--- config.mk ---
export PLATFORM = sky130hd
export DESIGN_NAME = conv_window_stream_flat
export DESIGN_NICKNAME = d
export VERILOG_FILES = /design/src/rtl/conv_window_stream_if.sv /design/src/rtl/conv_window_stream.sv /design/src/flat_wrapper.sv
export SDC_FILE = /design/constraint.sdc
export NUM_CORES = 1
export LEC_CHECK = 0
export ABC_CLOCK_PERIOD_IN_PS = 3600
export CORE_ASPECT_RATIO = 1.2
export CORE_UTILIZATION = 54
export CTS_CLUSTER_DIAMETER = 60
export DETAILED_ROUTE_END_ITERATION = 10
export MAX_ROUTING_LAYER = met4
export PLACE_DENSITY = 0.77
export SETUP_SLACK_MARGIN = 0.15
export SLEW_MARGIN = 5
export SYNTH_ARGS = -nofsm -noshare
export SYNTH_HDL_FRONTEND = slang
export SYNTH_SLANG_ARGS = --single-unit
--- constraint.sdc ---
create_clock -name clk -period 3.6 [get_ports clk]
set_input_delay 1.08 -clock clk [delete_from_list [all_inputs] [get_ports clk]]
set_output_delay 1.08 -clock clk [all_outputs]
set_load 0.05 [all_outputs]
--- src/rtl/conv_window_stream_if.sv ---
// Pixel-in / window-out stream bundle for the sliding-window generator.
// master drives pixels and accepts windows; slave is the window generator.
interface conv_window_stream_if #(
  parameter int BIT_DEPTH = 8,
  parameter int K         = 3
);
  logic                       in_valid;
  logic                       in_ready;
  logic [BIT_DEPTH-1:0]       in_data;
  logic                       win_valid;
  logic                       win_ready;
  logic [K*K*BIT_DEPTH-1:0]   win_data;
  logic [7:0]                 win_row;
  logic [7:0]                 win_col;

  modport master (
    output in_valid, in_data, win_ready,
    input  in_ready, win_valid, win_data, win_row, win_col
  );

  modport slave (
    input  in_valid, in_data, win_ready,
    output in_ready, win_valid, win_data, win_row, win_col
  );
endinterface

--- src/rtl/conv_window_stream.sv ---
// Streaming KxK sliding-window generator: raster pixels in, strided windows out.
// Windows leave one cycle after the pixel that completes them is accepted.
//
//   state | meaning
//   IDLE  | waiting for start, no pixels accepted
//   RUN   | accepting pixels, emitting qualifying windows
//   DRAIN | last pixel taken, waiting for final window to be consumed
module conv_window_stream #(
  parameter int BIT_DEPTH = 8,
  parameter int COLS      = 28,
  parameter int ROWS      = 28,
  parameter int K         = 3
) (
  input  logic                clk,
  input  logic                rst_n,
  input  logic                start_i,
  input  logic [1:0]          stride_i,
  output logic                busy_o,
  output logic                done_o,
  conv_window_stream_if.slave s_if
);

  localparam int CW = $clog2(COLS);
  localparam int RW = $clog2(ROWS);
  localparam int WW = K * K * BIT_DEPTH;

  typedef enum logic [1:0] {
    IDLE  = 2'd0,
    RUN   = 2'd1,
    DRAIN = 2'd2
  } state_e;

  state_e            state_q, state_d;
  logic [1:0]        stride_q, stride_d;
  logic [CW-1:0]     c_q, c_d;
  logic [RW-1:0]     r_q, r_d;
  logic [1:0]        cp_q, cp_d;
  logic [1:0]        rp_q, rp_d;
  logic [CW-1:0]     ocol_q, ocol_d;
  logic [RW-1:0]     orow_q, orow_d;
  logic              win_valid_q, win_valid_d;
  logic [WW-1:0]     win_data_q, win_data_d;
  logic [7:0]        win_row_q, win_row_d;
  logic [7:0]        win_col_q, win_col_d;
  logic              busy_q, busy_d;
  logic              done_q, done_d;

  logic              in_ready;
  logic              accept;
  logic              col_ok;
  logic              row_ok;
  logic              qualify;

  // lb_q[0] holds the previous row, lb_q[K-2] the oldest row still needed.
  logic [BIT_DEPTH-1:0] lb_q      [K-1][COLS];
  logic [BIT_DEPTH-1:0] win_reg_q [K][K];
  logic [BIT_DEPTH-1:0] win_next  [K][K];
  logic [BIT_DEPTH-1:0] col_v     [K];
  logic [WW-1:0]        win_next_flat;

  assign col_ok  = (c_q >= CW'(K-1));
  assign row_ok  = (r_q >= RW'(K-1));
  assign qualify = col_ok && row_ok && (cp_q == 2'd0) && (rp_q == 2'd0);

  always_comb begin
    for (int i = 0; i < K-1; i++) begin
      col_v[i] = lb_q[K-2-i][c_q];
    end
    col_v[K-1] = s_if.in_data;
  end

  // Window as it will look after the current pixel shifts in from the right.
  always_comb begin
    win_next_flat = '0;
    for (int i = 0; i < K; i++) begin
      for (int j = 0; j < K-1; j++) begin
        win_next[i][j] = win_reg_q[i][j+1];
      end
      win_next[i][K-1] = col_v[i];
    end
    for (int i = 0; i < K; i++) begin
      for (int j = 0; j < K; j++) begin
        win_next_flat[(i*K+j)*BIT_DEPTH +: BIT_DEPTH] = win_next[i][j];
      end
    end
  end

  always_ff @(posedge clk) begin
    if (accept) begin
      lb_q[0][c_q] <= s_if.in_data;
      for (int k = 1; k < K-1; k++) begin
        lb_q[k][c_q] <= lb_q[k-1][c_q];
      end
      win_reg_q <= win_next;
    end
  end

  always_comb begin
    state_d     = state_q;
    stride_d    = stride_q;
    c_d         = c_q;
    r_d         = r_q;
    cp_d        = cp_q;
    rp_d        = rp_q;
    ocol_d      = ocol_q;
    orow_d      = orow_q;
    win_valid_d = win_valid_q & ~s_if.win_ready;
    win_data_d  = win_data_q;
    win_row_d   = win_row_q;
    win_col_d   = win_col_q;
    busy_d      = busy_q;
    done_d      = 1'b0;
    in_ready    = 1'b0;
    accept      = 1'b0;

    unique case (state_q)
      IDLE: begin
        if (start_i) begin
          stride_d = (stride_i == 2'd0) ? 2'd1 : stride_i;
          c_d      = '0;
          r_d      = '0;
          cp_d     = 2'd0;
          rp_d     = 2'd0;
          ocol_d   = '0;
          orow_d   = '0;
          busy_d   = 1'b1;
          state_d  = RUN;
        end
      end

      RUN: begin
        in_ready = ~win_valid_q | s_if.win_ready;
        accept   = in_ready & s_if.in_valid;
        if (accept) begin
          if (qualify) begin
            win_valid_d = 1'b1;
            win_data_d  = win_next_flat;
            win_row_d   = 8'(orow_q);
            win_col_d   = 8'(ocol_q);
          end
          // Phase counters replace a divide/modulo by the runtime stride.
          if (col_ok) begin
            cp_d = (cp_q == stride_q - 2'd1) ? 2'd0 : cp_q + 2'd1;
            if (cp_q == 2'd0) begin
              ocol_d = ocol_q + 1'b1;
            end
          end
          if (c_q == CW'(COLS-1)) begin
            c_d    = '0;
            cp_d   = 2'd0;
            ocol_d = '0;
            if (row_ok) begin
              rp_d = (rp_q == stride_q - 2'd1) ? 2'd0 : rp_q + 2'd1;
              if (rp_q == 2'd0) begin
                orow_d = orow_q + 1'b1;
              end
            end
            if (r_q == RW'(ROWS-1)) begin
              r_d     = '0;
              state_d = DRAIN;
            end else begin
              r_d = r_q + 1'b1;
            end
          end else begin
            c_d = c_q + 1'b1;
          end
        end
      end

      DRAIN: begin
        if (!(win_valid_q && !s_if.win_ready)) begin
          state_d = IDLE;
          busy_d  = 1'b0;
          done_d  = 1'b1;
        end
      end

      default: state_d = IDLE;
    endcase
  end

  always_ff @(posedge clk or negedge rst_n) begin
    if (!rst_n) begin
      state_q     <= IDLE;
      stride_q    <= 2'd1;
      c_q         <= '0;
      r_q         <= '0;
      cp_q        <= 2'd0;
      rp_q        <= 2'd0;
      ocol_q      <= '0;
      orow_q      <= '0;
      win_valid_q <= 1'b0;
      win_data_q  <= '0;
      win_row_q   <= '0;
      win_col_q   <= '0;
      busy_q      <= 1'b0;
      done_q      <= 1'b0;
    end else begin
      state_q     <= state_d;
      stride_q    <= stride_d;
      c_q         <= c_d;
      r_q         <= r_d;
      cp_q        <= cp_d;
      rp_q        <= rp_d;
      ocol_q      <= ocol_d;
      orow_q      <= orow_d;
      win_valid_q <= win_valid_d;
      win_data_q  <= win_data_d;
      win_row_q   <= win_row_d;
      win_col_q   <= win_col_d;
      busy_q      <= busy_d;
      done_q      <= done_d;
    end
  end

  assign s_if.in_ready  = in_ready;
  assign s_if.win_valid = win_valid_q;
  assign s_if.win_data  = win_data_q;
  assign s_if.win_row   = win_row_q;
  assign s_if.win_col   = win_col_q;
  assign busy_o         = busy_q;
  assign done_o         = done_q;

endmodule

--- src/flat_wrapper.sv ---
// flat-port wrapper written by rule: the top's interface ports become plain ports
module conv_window_stream_flat 
#(
  parameter int BIT_DEPTH = 8,
  parameter int COLS      = 28,
  parameter int ROWS      = 28,
  parameter int K         = 3
)
  (clk, rst_n, start_i, stride_i, busy_o, done_o, s_if_in_valid, s_if_in_data, s_if_win_ready, s_if_in_ready, s_if_win_valid, s_if_win_data, s_if_win_row, s_if_win_col);
  conv_window_stream_if #(.BIT_DEPTH(BIT_DEPTH), .K(K)) s_if_i ();
  input  logic clk;
  input  logic rst_n;
  input  logic start_i;
  input  logic [1:0] stride_i;
  output logic busy_o;
  output logic done_o;
  input wire logic [$bits(s_if_i.in_valid)-1:0] s_if_in_valid;
  input wire logic [$bits(s_if_i.in_data)-1:0] s_if_in_data;
  input wire logic [$bits(s_if_i.win_ready)-1:0] s_if_win_ready;
  output wire logic [$bits(s_if_i.in_ready)-1:0] s_if_in_ready;
  output wire logic [$bits(s_if_i.win_valid)-1:0] s_if_win_valid;
  output wire logic [$bits(s_if_i.win_data)-1:0] s_if_win_data;
  output wire logic [$bits(s_if_i.win_row)-1:0] s_if_win_row;
  output wire logic [$bits(s_if_i.win_col)-1:0] s_if_win_col;
  assign s_if_i.in_valid = s_if_in_valid;
  assign s_if_i.in_data = s_if_in_data;
  assign s_if_i.win_ready = s_if_win_ready;
  assign s_if_in_ready = s_if_i.in_ready;
  assign s_if_win_valid = s_if_i.win_valid;
  assign s_if_win_data = s_if_i.win_data;
  assign s_if_win_row = s_if_i.win_row;
  assign s_if_win_col = s_if_i.win_col;
  conv_window_stream #(.BIT_DEPTH(BIT_DEPTH), .COLS(COLS), .ROWS(ROWS), .K(K)) u_core (.clk(clk), .rst_n(rst_n), .start_i(start_i), .stride_i(stride_i), .busy_o(busy_o), .done_o(done_o), .s_if(s_if_i));
endmodule
Yosys cells after proc, flatten, opt, wreduce, memory -nomap -nowiden --
Memory sizes are Yosys's and may differ from the RTL's. Cells that the tools add are included.
Word-level totals: bits in registers 161, bits in writable memories 448, input port bits 15, output and inout port bits 92, word-level logic and storage cells 131, memories 1
Memory list:
- u_core.lb_q | depth 2, width 224, read ports 2, clocked after Yosys merged registers in 0, write ports 2, line conv_window_stream.sv:55 | logic [BIT_DEPTH-1:0] lb_q [K-1][COLS];
Operators by class: $add $sub $neg 7, order comparisons 4, equality and inequality tests 15, muxes and demuxes 56, bitwise gates (word level) 6, reduce and logical (&&, ||, !) cells 22
Operator list (number):
- two-way mux 224 bit | 1
- binary-select mux 8 bit (select 5 bit) | 2
- two-way mux 5 bit | 14
- demux 8 bit (select 5 bit) | 1
- two-way mux 8 bit | 5
- one-hot mux 5 bit (2 select lines) | 4
- two-way mux 2 bit | 15
- adder 5 x 1 -> 5 bit (second input constant) | 4
- AND reduction 5 bit | 3
- == test 5 bit (second input constant) | 2
- greater-or-equal comparator 5 x 2 -> 1 bit (second input constant) | 2
- two-way mux 1 bit | 10
- inequality test 2 x 1 -> 1 bit (second input constant) | 5
- AND reduction 3 bit | 3
- zero test 2 bit | 4
- one-hot mux 2 bit (2 select lines) | 2
- AND reduction 4 bit | 2
- greater-or-equal comparator 6 bit (second input constant) | 1
- less-than comparator 6 x 1 -> 1 bit (second input constant) | 1
- inequality test 3 x 1 -> 1 bit (second input constant) | 2
- NOT 5 -> 6 bit | 1
- one-hot mux 2 bit (3 select lines) | 1
- AND reduction 6 bit | 1
- logical AND 1 bit | 5
- 13 further kinds | 19

Logic depth before layout (Yosys ltp) --
Gate-level depths: netlist of run 1.
depth in word-level cells 7, mapped depth 10, depth with buffers taken out 6

Worst setup path after synthesis of run 1 --
No wires, ideal clock.
kind input-to-reg, start input s_if_win_ready, end memory u_core.lb_q[0][168] (netlist name), enable pin, setup time 0.388 ns, arrival 4.062 ns, data required time 3.212 ns, slack -0.850 ns, stages 5, buffers on the path 1, path through nand2b_1 and3_1 clkbuf_1 nand2_1 nor2_1
RTL lines:
- start: declaration | line flat_wrapper.sv:19 | input wire logic [$bits(s_if_i.win_ready)-1:0] s_if_win_ready;
- end: declaration | line conv_window_stream.sv:55

Final worst setup path of run 1 --
start input s_if_win_ready, end output s_if_in_ready
On the way: cells in the longest elaborated chain, start to end 2
Ends and longest elaborated chain:
- bitwise OR 1 bit | line conv_window_stream.sv:132 | in_ready = ~win_valid_q | s_if.win_ready;
- two-way mux 1 bit | line conv_window_stream.sv:116 | unique case (state_q)
- end: declaration | line flat_wrapper.sv:20 | output wire logic [$bits(s_if_i.in_ready)-1:0] s_if_in_ready;
Every way passes these cells.

==> results.toml, run 1 <==
[outcome]
status = "finished, final reports clean"

[detailed_routing]
routed_wl_mm = 53.6
first_pass_iters = 7
antenna_left = 0
wl_per_cell_microns = 25.4
dr.first_iter.drc_count = 1404
via_per_inst = 6.15
vias = 12900
drcViolationCount = 0

[floorplan]
core_area_sq_um = 43800
die_y_microns = 233
rows = 84
die_w_microns = 194
ioPinCount = 107
start_util_pct = 54.7
dieArea_sq_um = 45200

[timing]
min_period_ns = 3.06
slew_violations = 0
rsz0062_at_grt = "false"
setup_viol = 0
final.setup_skew_ns = 0.0150
timing.final.crit_share_pct = 85.0
hold_viol = 0
maxSlewHeadroom_pct = 27.4
tns_ns = 0
fmax_ghz = 0.327
worstMarginPinSlew_ns = 1.09

[power]
power.leakage_nw = 9.97
power_frac_clock_pct = 21.4
switchingPower_mw = 9.08
ir_worst_vdd_uv = 546
p_per_area_nw_per_um2 = 920
p_seq_share_pct = 41.4
finalPower_mw = 25.7
p_int_mw = 16.6
switching_share_pct = 35.3
pwr-share-comb_pct = 37.3

[global_route]
grt_pass1_vias = 13100
grt_max_degree = 70
antenna_found_initial = 0
grt_pass1_wl_mm = 80.4
grtUsageTotal_pct = 24.7
overflow = 0

[critical_path]
endpoint_kind = "output pin"
cp-endpoint = "s_if_in_ready"
path_class = "input pin to output pin"
cp_slowest_cell = "clkdlybuf4s50_1"
cp-startpoint = "s_if_win_ready"
regToRegStartpoint = "u_core.c_q[4]$_DFFE_PN0P_"
crit_required_ns = 2.52
reg2reg_to = "u_core.s_if.win_data[46]$_DFFE_PN0P_"
path_max_fanout = 4
path_cells = "clkdlybuf4s50_1 -> nor2b_1 -> nor2_1 -> buf_12"
start_kind = "input pin"
r2r_slack_ns = 0.57
cp.arrival_ns = 1.98
reg2regPathDepth = 6
critPathMaxStageDelay_ns = 0.47

[cts]
cts_hold_buf = 0
cts_root_buffer = "clkbuf_16"
post_cts_buffers = 0
cts.clk_slew.worst_paths_ns = 0.06
htreeDepth = 2
clock_latency_ns = 0.59
cts_tree = "built"
clkSinkCount = 609
cts_resized = 0
cts_buffers = 55
clockBufferDepth = 3

[finish]
drive_above_1_share_pct = 21.1
fill_cells = 2890
final_nets = 1531
antenna_cells = 0
final_cell_mix = "edfxtp_1 (496), mux2i_1 (128), dfrtp_1 (110)"
layout_commonest_cell = "edfxtp_1"
syn2layout_area_growth_pct = 16.5

[place]
io_buffers = 100
gp_congestion = 0.879
dp_hpwl_mm = 34.3

[job]
drv_cap = 0

[synth]
syn_inst = 1307
syn_area_sq_um = 24000
syn_area_per_cell_sq_um = 18.3
synth-edff-count = 496
synth_cell_types = 70
yosysSeqAreaShare_pct = 73.9
async_flop_share_pct = 18.6
ys.flop_type = "edfxtp_1"
ys_ff_latch = 609
ys_warn_count = 0

[hold_path]
min_path_type = "flip-flop to flip-flop"
==> layer usage <==
layer | track usage, % | vias up | share of wire, %
met5 | - | - | 0
met4 | 9.45 | 0 | 3.3
met2 | 40.9 | 592 | 51
met3 | 3.35 | 124 | 7.2
li1 | - | 5558 | -
met1 | 31.1 | 6669 | 39
==> power by group through the flow <==
stage | sequential [mW] | clock, mW | combinational [mW]
final | 10.6 | 5.49 | 9.58
after global routing | 10.7 | 5.79 | 10.0
after CTS | 10.6 | 5.57 | 9.58
after detailed placement | 10.8 | 0 | 9.53
after global placement | 10.7 | 0 | 9.28
after floorplan | 12.0 | 0 | 4.72
==> critical path, delay by kind of cell <==
kind	cells	cell delay, ns
buffers and inverters	2	0.64
and+or+nand+nor	2	0.25
==> layout make-up <==
type / instances / area [sq um] / share of cell area, %
tap: 559 / 699 / 2.50
clock inverter: 22 / 153 / 0.546
timing repair buffer: 205 / 1980 / 7.10
sequential: 609 / 17700 / 63.5
multi-input combinational: 623 / 5800 / 20.8
clock buffer: 76 / 1520 / 5.43
inverter: 12 / 45.0 / 0.161
==> through the flow <==
step | instances | setup slack [ns] | instance area, sq um | hold WS (ns) | util [%]
floorplan | 1312 | 0.0406 | 24000 | 0.427 | -
global placement | 2008 | 0.162 | 26300 | 0.432 | 59.9
detailed placement | 2008 | 0.108 | 26300 | 0.435 | 59.9
CTS | 2106 | 0.533 | 27900 | 0.451 | 63.7
global route | 2106 | 0.442 | 27900 | 0.458 | 63.7
finish | 2106 | 0.541 | 27900 | 0.450 | 63.7
==> registers in the layout (all words and copies together) (netlist names), 2 cells and up <==
name,flops
u_core.win_next,48
u_core.lb_q,448
u_core.s_if.win_col,5
u_core.orow_q,5
u_core.rp_q,2
u_core.cp_q,2
u_core.s_if.win_row,5
u_core.r_q,5
u_core.ocol_q,5
u_core.state_q,2
u_core.stride_q,2
u_core.c_q,5
u_core.s_if.win_data,72
==> cells in the mapped netlist (4+ instances only) <==
library cell	count	share of area [%]
a211oi_2	7	0.37
a21oi_1	12	0.25
a22oi_1	22	0.69
a31oi_1	7	0.18
a32oi_1	6	0.22
and3_1	10	0.26
buf_2	30	0.63
buf_4	10	0.31
buf_6	11	0.52
clkbuf_1	15	0.23
dfrtp_1	112	12
edfxtp_1	496	62
ha_1	10	0.52
inv_1	12	0.19
mux2_2	17	0.80
mux2_4	69	4.3
mux2i_1	128	5.3
mux4_2	45	4.2
nand2_1	37	0.58
nand2b_1	10	0.26
nand3_1	31	0.65
nand4_1	11	0.29
nor2_1	55	0.86
nor2b_1	9	0.23
nor3_1	6	0.13
o21ai_0	17	0.35
o22ai_1	34	0.89
o32ai_1	4	0.15
or4_1	6	0.19
xnor2_1	4	0.15
==> kinds of logic after synthesis <==
kind of cell | count (synthesis) | synth area share (%)
other cells | 1 | 0.0156
mux | 262 | 14.8
simple gates | 205 | 4.43
buf+inv | 80 | 2.02
fa+ha+maj | 10 | 0.522
xor+xnor | 7 | 0.256
flops | 609 | 73.9
compound gates | 133 | 4.00
==> how the worst min path moves through the flow <==
| stage | startpoint | end | slack [ns] | depth (start not counted) |
|---|---|---|---|---|
| final | u_core.win_next[32]$_DFFE_PP_ | u_core.win_next[40]$_DFFE_PP_ | 0.45 | 0 |
| after global routing | u_core.win_next[32]$_DFFE_PP_ | u_core.win_next[40]$_DFFE_PP_ | 0.46 | 0 |
| after CTS | u_core.win_next[32]$_DFFE_PP_ | u_core.win_next[40]$_DFFE_PP_ | 0.45 | 0 |
| after detailed placement | u_core.win_next[59]$_DFFE_PP_ | u_core.win_next[67]$_DFFE_PP_ | 0.43 | 0 |
| after global placement | u_core.win_next[13]$_DFFE_PP_ | u_core.win_next[21]$_DFFE_PP_ | 0.43 | 0 |
| after floorplan | u_core.win_next[8]$_DFFE_PP_ | u_core.win_next[16]$_DFFE_PP_ | 0.43 | 0 |
No activity file was read; power rests on OpenSTA's default activity.
==> inputs of run 2 (changes only) <==
--- a/config.mk
+++ b/config.mk
@@ -5,13 +5,13 @@
 export SDC_FILE = /design/constraint.sdc
 export NUM_CORES = 1
 export LEC_CHECK = 0
-export ABC_CLOCK_PERIOD_IN_PS = 3600
+export ABC_CLOCK_PERIOD_IN_PS = 2900
 export CORE_ASPECT_RATIO = 1.2
-export CORE_UTILIZATION = 54
+export CORE_UTILIZATION = 60
 export CTS_CLUSTER_DIAMETER = 60
 export DETAILED_ROUTE_END_ITERATION = 10
 export MAX_ROUTING_LAYER = met4
-export PLACE_DENSITY = 0.77
+export PLACE_DENSITY = 0.81
 export SETUP_SLACK_MARGIN = 0.15
 export SLEW_MARGIN = 5
 export SYNTH_ARGS = -nofsm -noshare
==> constraint.sdc (replaced) <==
create_clock -name clk -period 2.9 [get_ports clk]
set_input_delay 0.87 -clock clk [delete_from_list [all_inputs] [get_ports clk]]
set_output_delay 0.87 -clock clk [all_outputs]
set_load 0.05 [all_outputs]
==> results.toml, run 2 (synthesis gave the netlist of run 1 again) <==
[outcome]
status = "finished, final reports clean"

[place]
dp_hpwl_mm = 35.1
io_buffers = 100
gp_congestion = 0.928

[timing]
maxSlewHeadroom_pct = 57.6
worstMarginPinSlew_ns = 0.628
final.setup_skew_ns = 0.0286
rsz0062_at_grt = "false"
setup_viol = 0
min_period_ns = 2.69
hold_viol = 0
slew_violations = 0
fmax_ghz = 0.371
tns_ns = 0
timing.final.crit_share_pct = 92.8

[detailed_routing]
vias = 13000
first_pass_iters = 5
drcViolationCount = 0
antenna_left = 0
via_per_inst = 6.21
dr.first_iter.drc_count = 1367
wl_per_cell_microns = 25.9
routed_wl_mm = 54.4

[critical_path]
endpoint_kind = "output pin"
cp.arrival_ns = 1.82
path_class = "flip-flop to output pin"
r2r_slack_ns = 0.26
worstPathBufferInverterCount = 1
path_delay_family = "buffers and inverters"
crit_required_ns = 2.03
cp_slowest_cell = "clkdlybuf4s50_1"
path_cells = "clkdlybuf4s50_1"
path_max_fanout = 2
start_kind = "flip-flop"
critPathMaxStageDelay_ns = 0.83

[floorplan]
core_area_sq_um = 39000
dieArea_sq_um = 40800
ioPinCount = 107
rows = 79
die_w_microns = 184
start_util_pct = 61.4
die_y_microns = 221

[global_route]
grt_pass1_vias = 13400
overflow = 0
grtUsageTotal_pct = 28.0
grt_max_degree = 48
antenna_found_initial = 0
grt_pass1_wl_mm = 81.2

[cts]
cts_tree = "built"
clkSinkCount = 609
cts.clk_slew.worst_paths_ns = 0.06
htreeDepth = 2
clockBufferDepth = 3
cts_root_buffer = "clkbuf_16"
cts_buffers = 54
clock_latency_ns = 0.61

[power]
finalPower_mw = 32.9
power.leakage_nw = 10.2
ir_worst_vdd_uv = 722
p_per_area_nw_per_um2 = 1150

[finish]
antenna_cells = 0
regMostFlops = "u_core.lb_q"
syn2layout_area_growth_pct = 19.1
layout_commonest_cell = "edfxtp_1"
utilization_pct = 73.1
drive_above_1_share_pct = 25.2
largest_reg_flops = 448
final_cell_mix = "edfxtp_1 (496), mux2i_1 (128), dfrtp_1 (106)"
final_nets = 1555

[hold_path]
min_path_type = "input pin to async pin"

[job]
drv_cap = 0
[run 2: changes by cell type in the layout (fill, tap and decap cells not counted), moves of 2 or more]
cell and delta:
nor2_2 +21, clkinv_1 -6, clkbuf_4 +2, buf_12 +23, dfrtp_1 -4, clkinv_2 +7
clkinv_8 +2, buf_4 +2, clkbuf_8 +6, clkbuf_1 -9, nor2_1 -21, dfrtp_2 +4
[run 2: layout make-up]
class / count / area, sq um
Timing Repair Buffer: 230 / 2460
Fill cell: 2181 / 10500
Multi-Input combinational cell: 623 / 5860
Tap cell: 526 / 658
Sequential cell: 609 / 17700
Clock inverter: 26 / 226
Clock buffer: 74 / 1560
Inverter: 12 / 45.0
[run 2: where the power goes]
part / switching (mW) / internal, mW / total [mW] / leakage, nW
clock: 3.10 / 4.03 / 7.13 / 0.887
sequential: 0.829 / 12.2 / 13.0 / 5.89
combinational: 7.75 / 5.03 / 12.8 / 3.45
total: 11.7 / 21.3 / 32.9 / 10.2
[run 2: worst paths after layout]
| kind | end | start | cells after the start |
|---|---|---|---|
| worst max-delay path | s_if_win_data[22] | u_core.s_if.win_data[22]$_DFFE_PN0P_ | 1 |
| worst min-delay path | u_core.s_if.win_data[55]$_DFFE_PN0P_ | rst_n | 1 |
| worst max register to register | u_core.lb_q[0][326]$_DFFE_PP_ | u_core.c_q[0]$_DFFE_PN0P_ | 7 |
| worst min register to register | u_core.win_next[20]$_DFFE_PP_ | u_core.win_next[12]$_DFFE_PP_ | 0 |
| max in group asynchronous | u_core.s_if.win_data[54]$_DFFE_PN0P_ | rst_n | 2 |
| min in group clk | u_core.win_next[20]$_DFFE_PP_ | u_core.win_next[12]$_DFFE_PP_ | 0 |
[run 2: per-stage QoR]
| stage | worst slack, ns | instance area, sq um | hold WS (ns) | cells |
|---|---|---|---|---|
| after floorplan | 0.00930 | 24100 | 0.427 | 1312 |
| final | 0.208 | 28500 | 0.291 | 2100 |
| after global routing | 0.162 | 28500 | 0.324 | 2100 |
| after global placement | 0.0473 | 26700 | 0.430 | 1996 |
| after CTS | 0.168 | 28500 | 0.288 | 2096 |
| after detailed placement | 0.0240 | 26700 | 0.437 | 1996 |
[run 2: layer usage]
| layer | wire length [microns] | track usage [%] | vias to the layer above |
|---|---|---|---|
| li1 | - | - | 5596 |
| met1 | 20600 | 36.3 | 6635 |
| met2 | 27300 | 45.1 | 669 |
| met3 | 4430 | 4.05 | 146 |
| met4 | 2110 | 10.8 | 0 |
| met5 | 0 | - | - |
[run 2: what timing repair did]
action,CTS,global route
endpoints found under the setup margin,1,37
gates resized for setup,1,5
pin swaps,0,0
buffers inserted,0,4
cloned,0,0
hold buffers,0,0
==> inputs of run 3 (changes only) <==
--- a/config.mk
+++ b/config.mk
@@ -5,7 +5,7 @@
 export SDC_FILE = /design/constraint.sdc
 export NUM_CORES = 1
 export LEC_CHECK = 0
-export ABC_CLOCK_PERIOD_IN_PS = 2900
+export ABC_CLOCK_PERIOD_IN_PS = 3300
 export CORE_ASPECT_RATIO = 1.2
 export CORE_UTILIZATION = 60
 export CTS_CLUSTER_DIAMETER = 60
@@ -13,6 +13,7 @@
 export MAX_ROUTING_LAYER = met4
 export PLACE_DENSITY = 0.81
 export SETUP_SLACK_MARGIN = 0.15
+export SKIP_CTS_REPAIR_TIMING = 1
 export SLEW_MARGIN = 5
 export SYNTH_ARGS = -nofsm -noshare
 export SYNTH_HDL_FRONTEND = slang
==> constraint.sdc (replaced) <==
create_clock -name clk -period 3.3 [get_ports clk]
set_input_delay 0.99 -clock clk [delete_from_list [all_inputs] [get_ports clk]]
set_output_delay 0.99 -clock clk [all_outputs]
set_load 0.05 [all_outputs]
==> results.toml, run 3 (synthesis gave the netlist of run 1 again) <==
[outcome]
status = "finished, final reports clean"

[cts]
htreeDepth = 2
clkSinkCount = 609
clockBufferDepth = 3
cts_root_buffer = "clkbuf_16"
cts_buffers = 56
clock_latency_ns = 0.60
cts.clk_slew.worst_paths_ns = 0.07
cts_tree = "built"

[floorplan]
die_y_microns = 221
ioPinCount = 107
die_w_microns = 184
rows = 79
start_util_pct = 61.4
dieArea_sq_um = 40800
core_area_sq_um = 39000

[place]
io_buffers = 100
place_area_sq_um = 26400
dp_hpwl_mm = 34.9
gp_congestion = 0.894

[detailed_routing]
drcViolationCount = 0
routed_wl_mm = 55.4
first_pass_iters = 5
via_per_inst = 6.31
dr.first_iter.drc_count = 1516
vias = 13100
wl_per_cell_microns = 26.7
antenna_left = 0

[finish]
regMostFlops = "u_core.lb_q"
final_nets = 1532
antenna_cells = 0
post-route-cell-area_sq_um = 28200
drive_above_1_share_pct = 23.1
final_cell_mix = "edfxtp_1 (496), mux2i_1 (128), dfrtp_1 (110)"
layout_commonest_cell = "edfxtp_1"
largest_reg_flops = 448
syn2layout_area_growth_pct = 17.6

[critical_path]
regToRegStartpoint = "u_core.c_q[1]$_DFFE_PN0P_"
reg2regPathDepth = 7
r2r_slack_ns = 0.35
cp_slowest_cell = "dfrtp_4"
path_max_fanout = 30
start_kind = "flip-flop"
critPathMaxStageDelay_ns = 0.69
path_class = "flip-flop to flip-flop"
path_cells = "buf_4 -> mux2i_1 -> o22ai_1 -> nor3_1 -> nand3_1 -> buf_12 -> mux2_4"
reg2reg_to = "u_core.s_if.win_data[40]$_DFFE_PN0P_"
cp.arrival_ns = 3.44
crit_required_ns = 3.79
endpoint_kind = "flip-flop"

[timing]
tns_ns = 0
slew_violations = 0
timing.final.crit_share_pct = 89.4
hold_viol = 0
worstMarginPinSlew_ns = 0.922
fmax_ghz = 0.339
maxSlewHeadroom_pct = 38.4
rsz0062_at_grt = "false"
final.setup_skew_ns = 0.0300
setup_viol = 0
min_period_ns = 2.95

[global_route]
overflow = 0
grt_pass1_wl_mm = 83.4
grt_max_degree = 58
grt_pass1_vias = 13300
antenna_found_initial = 0
grtUsageTotal_pct = 28.9

[job]
drv_cap = 0

[power]
ir_worst_vdd_uv = 771
power.leakage_nw = 10.1
p_per_area_nw_per_um2 = 1030

[hold_path]
min_path_type = "input pin to async pin"
==> run 3: changes by cell type in the layout (fill, tap and decap cells not counted), sizes merged <==
cell	previous run	this run
clkinv	22	15
clkbuf	74	84
buf	132	107
==> run 3: where the power goes <==
group | switching, mW | internal, mW | total (mW)
combinational | 6.78 | 4.25 | 11.0
clock | 2.69 | 3.66 | 6.35
sequential | 0.798 | 10.7 | 11.5
==> run 3: final cells by class <==
cell class	count	area (sq um)
Sequential cell	609	17700
Timing Repair Buffer	205	2070
Clock inverter	19	189
Multi-Input combinational cell	623	5860
Inverter	12	45.0
Tap cell	526	658
Fill cell	2214	10900
Clock buffer	84	1640
==> run 3: stage by stage <==
stage / worst slack [ns] / total power [mW] / cells / util [%] / hold slack [ns]
after global routing: 0.298 / 29.8 / 2078 / 72.2 / 0.402
after CTS: 0.363 / 28.9 / 2078 / 72.2 / 0.378
final: 0.349 / 28.9 / 2078 / 72.2 / 0.377
after global placement: 0.167 / 22.2 / 1975 / 67.5 / 0.431
after detailed placement: 0.134 / 22.5 / 1975 / 67.5 / 0.438
after floorplan: 0.289 / 18.2 / 1312 / - / 0.427
==> run 3: worst max-delay path, delay by kind of cell, from the launching register on <==
family | cells | cell delay, ns
AOI/OAI and AO/OA | 1 | 0.13
buffers and inverters | 2 | 0.71
DFF | 1 | 0.69
muxes | 2 | 0.65
and+or+nand+nor | 2 | 0.61
==> run 3: worst max path at each step <==
stage	from	end	slack [ns]	cells past startpoint
2_1_floorplan	s_if_win_ready	u_core.lb_q[0][168]$_DFFE_PP_	0.29	5
3_3_place_gp	s_if_win_ready	u_core.s_if.win_data[2]$_DFFE_PN0P_	0.17	7
3_5_place_dp	s_if_win_ready	u_core.s_if.win_data[3]$_DFFE_PN0P_	0.13	7
4_1_cts	u_core.c_q[1]$_DFFE_PN0P_	u_core.s_if.win_data[40]$_DFFE_PN0P_	0.36	7
5_1_grt	s_if_win_ready	s_if_in_ready	0.30	4
6_report	u_core.c_q[1]$_DFFE_PN0P_	u_core.s_if.win_data[40]$_DFFE_PN0P_	0.35	7
==> run 3: metal layers <==
layer  GRT usage [%]  vias up  routed length [microns]
met5               -        -                        0
met4            11.2        0                     2190
met3            3.70      132                     4270
met2            46.3      740                    28000
met1            37.9     6699                    21000
li1                -     5548                        -
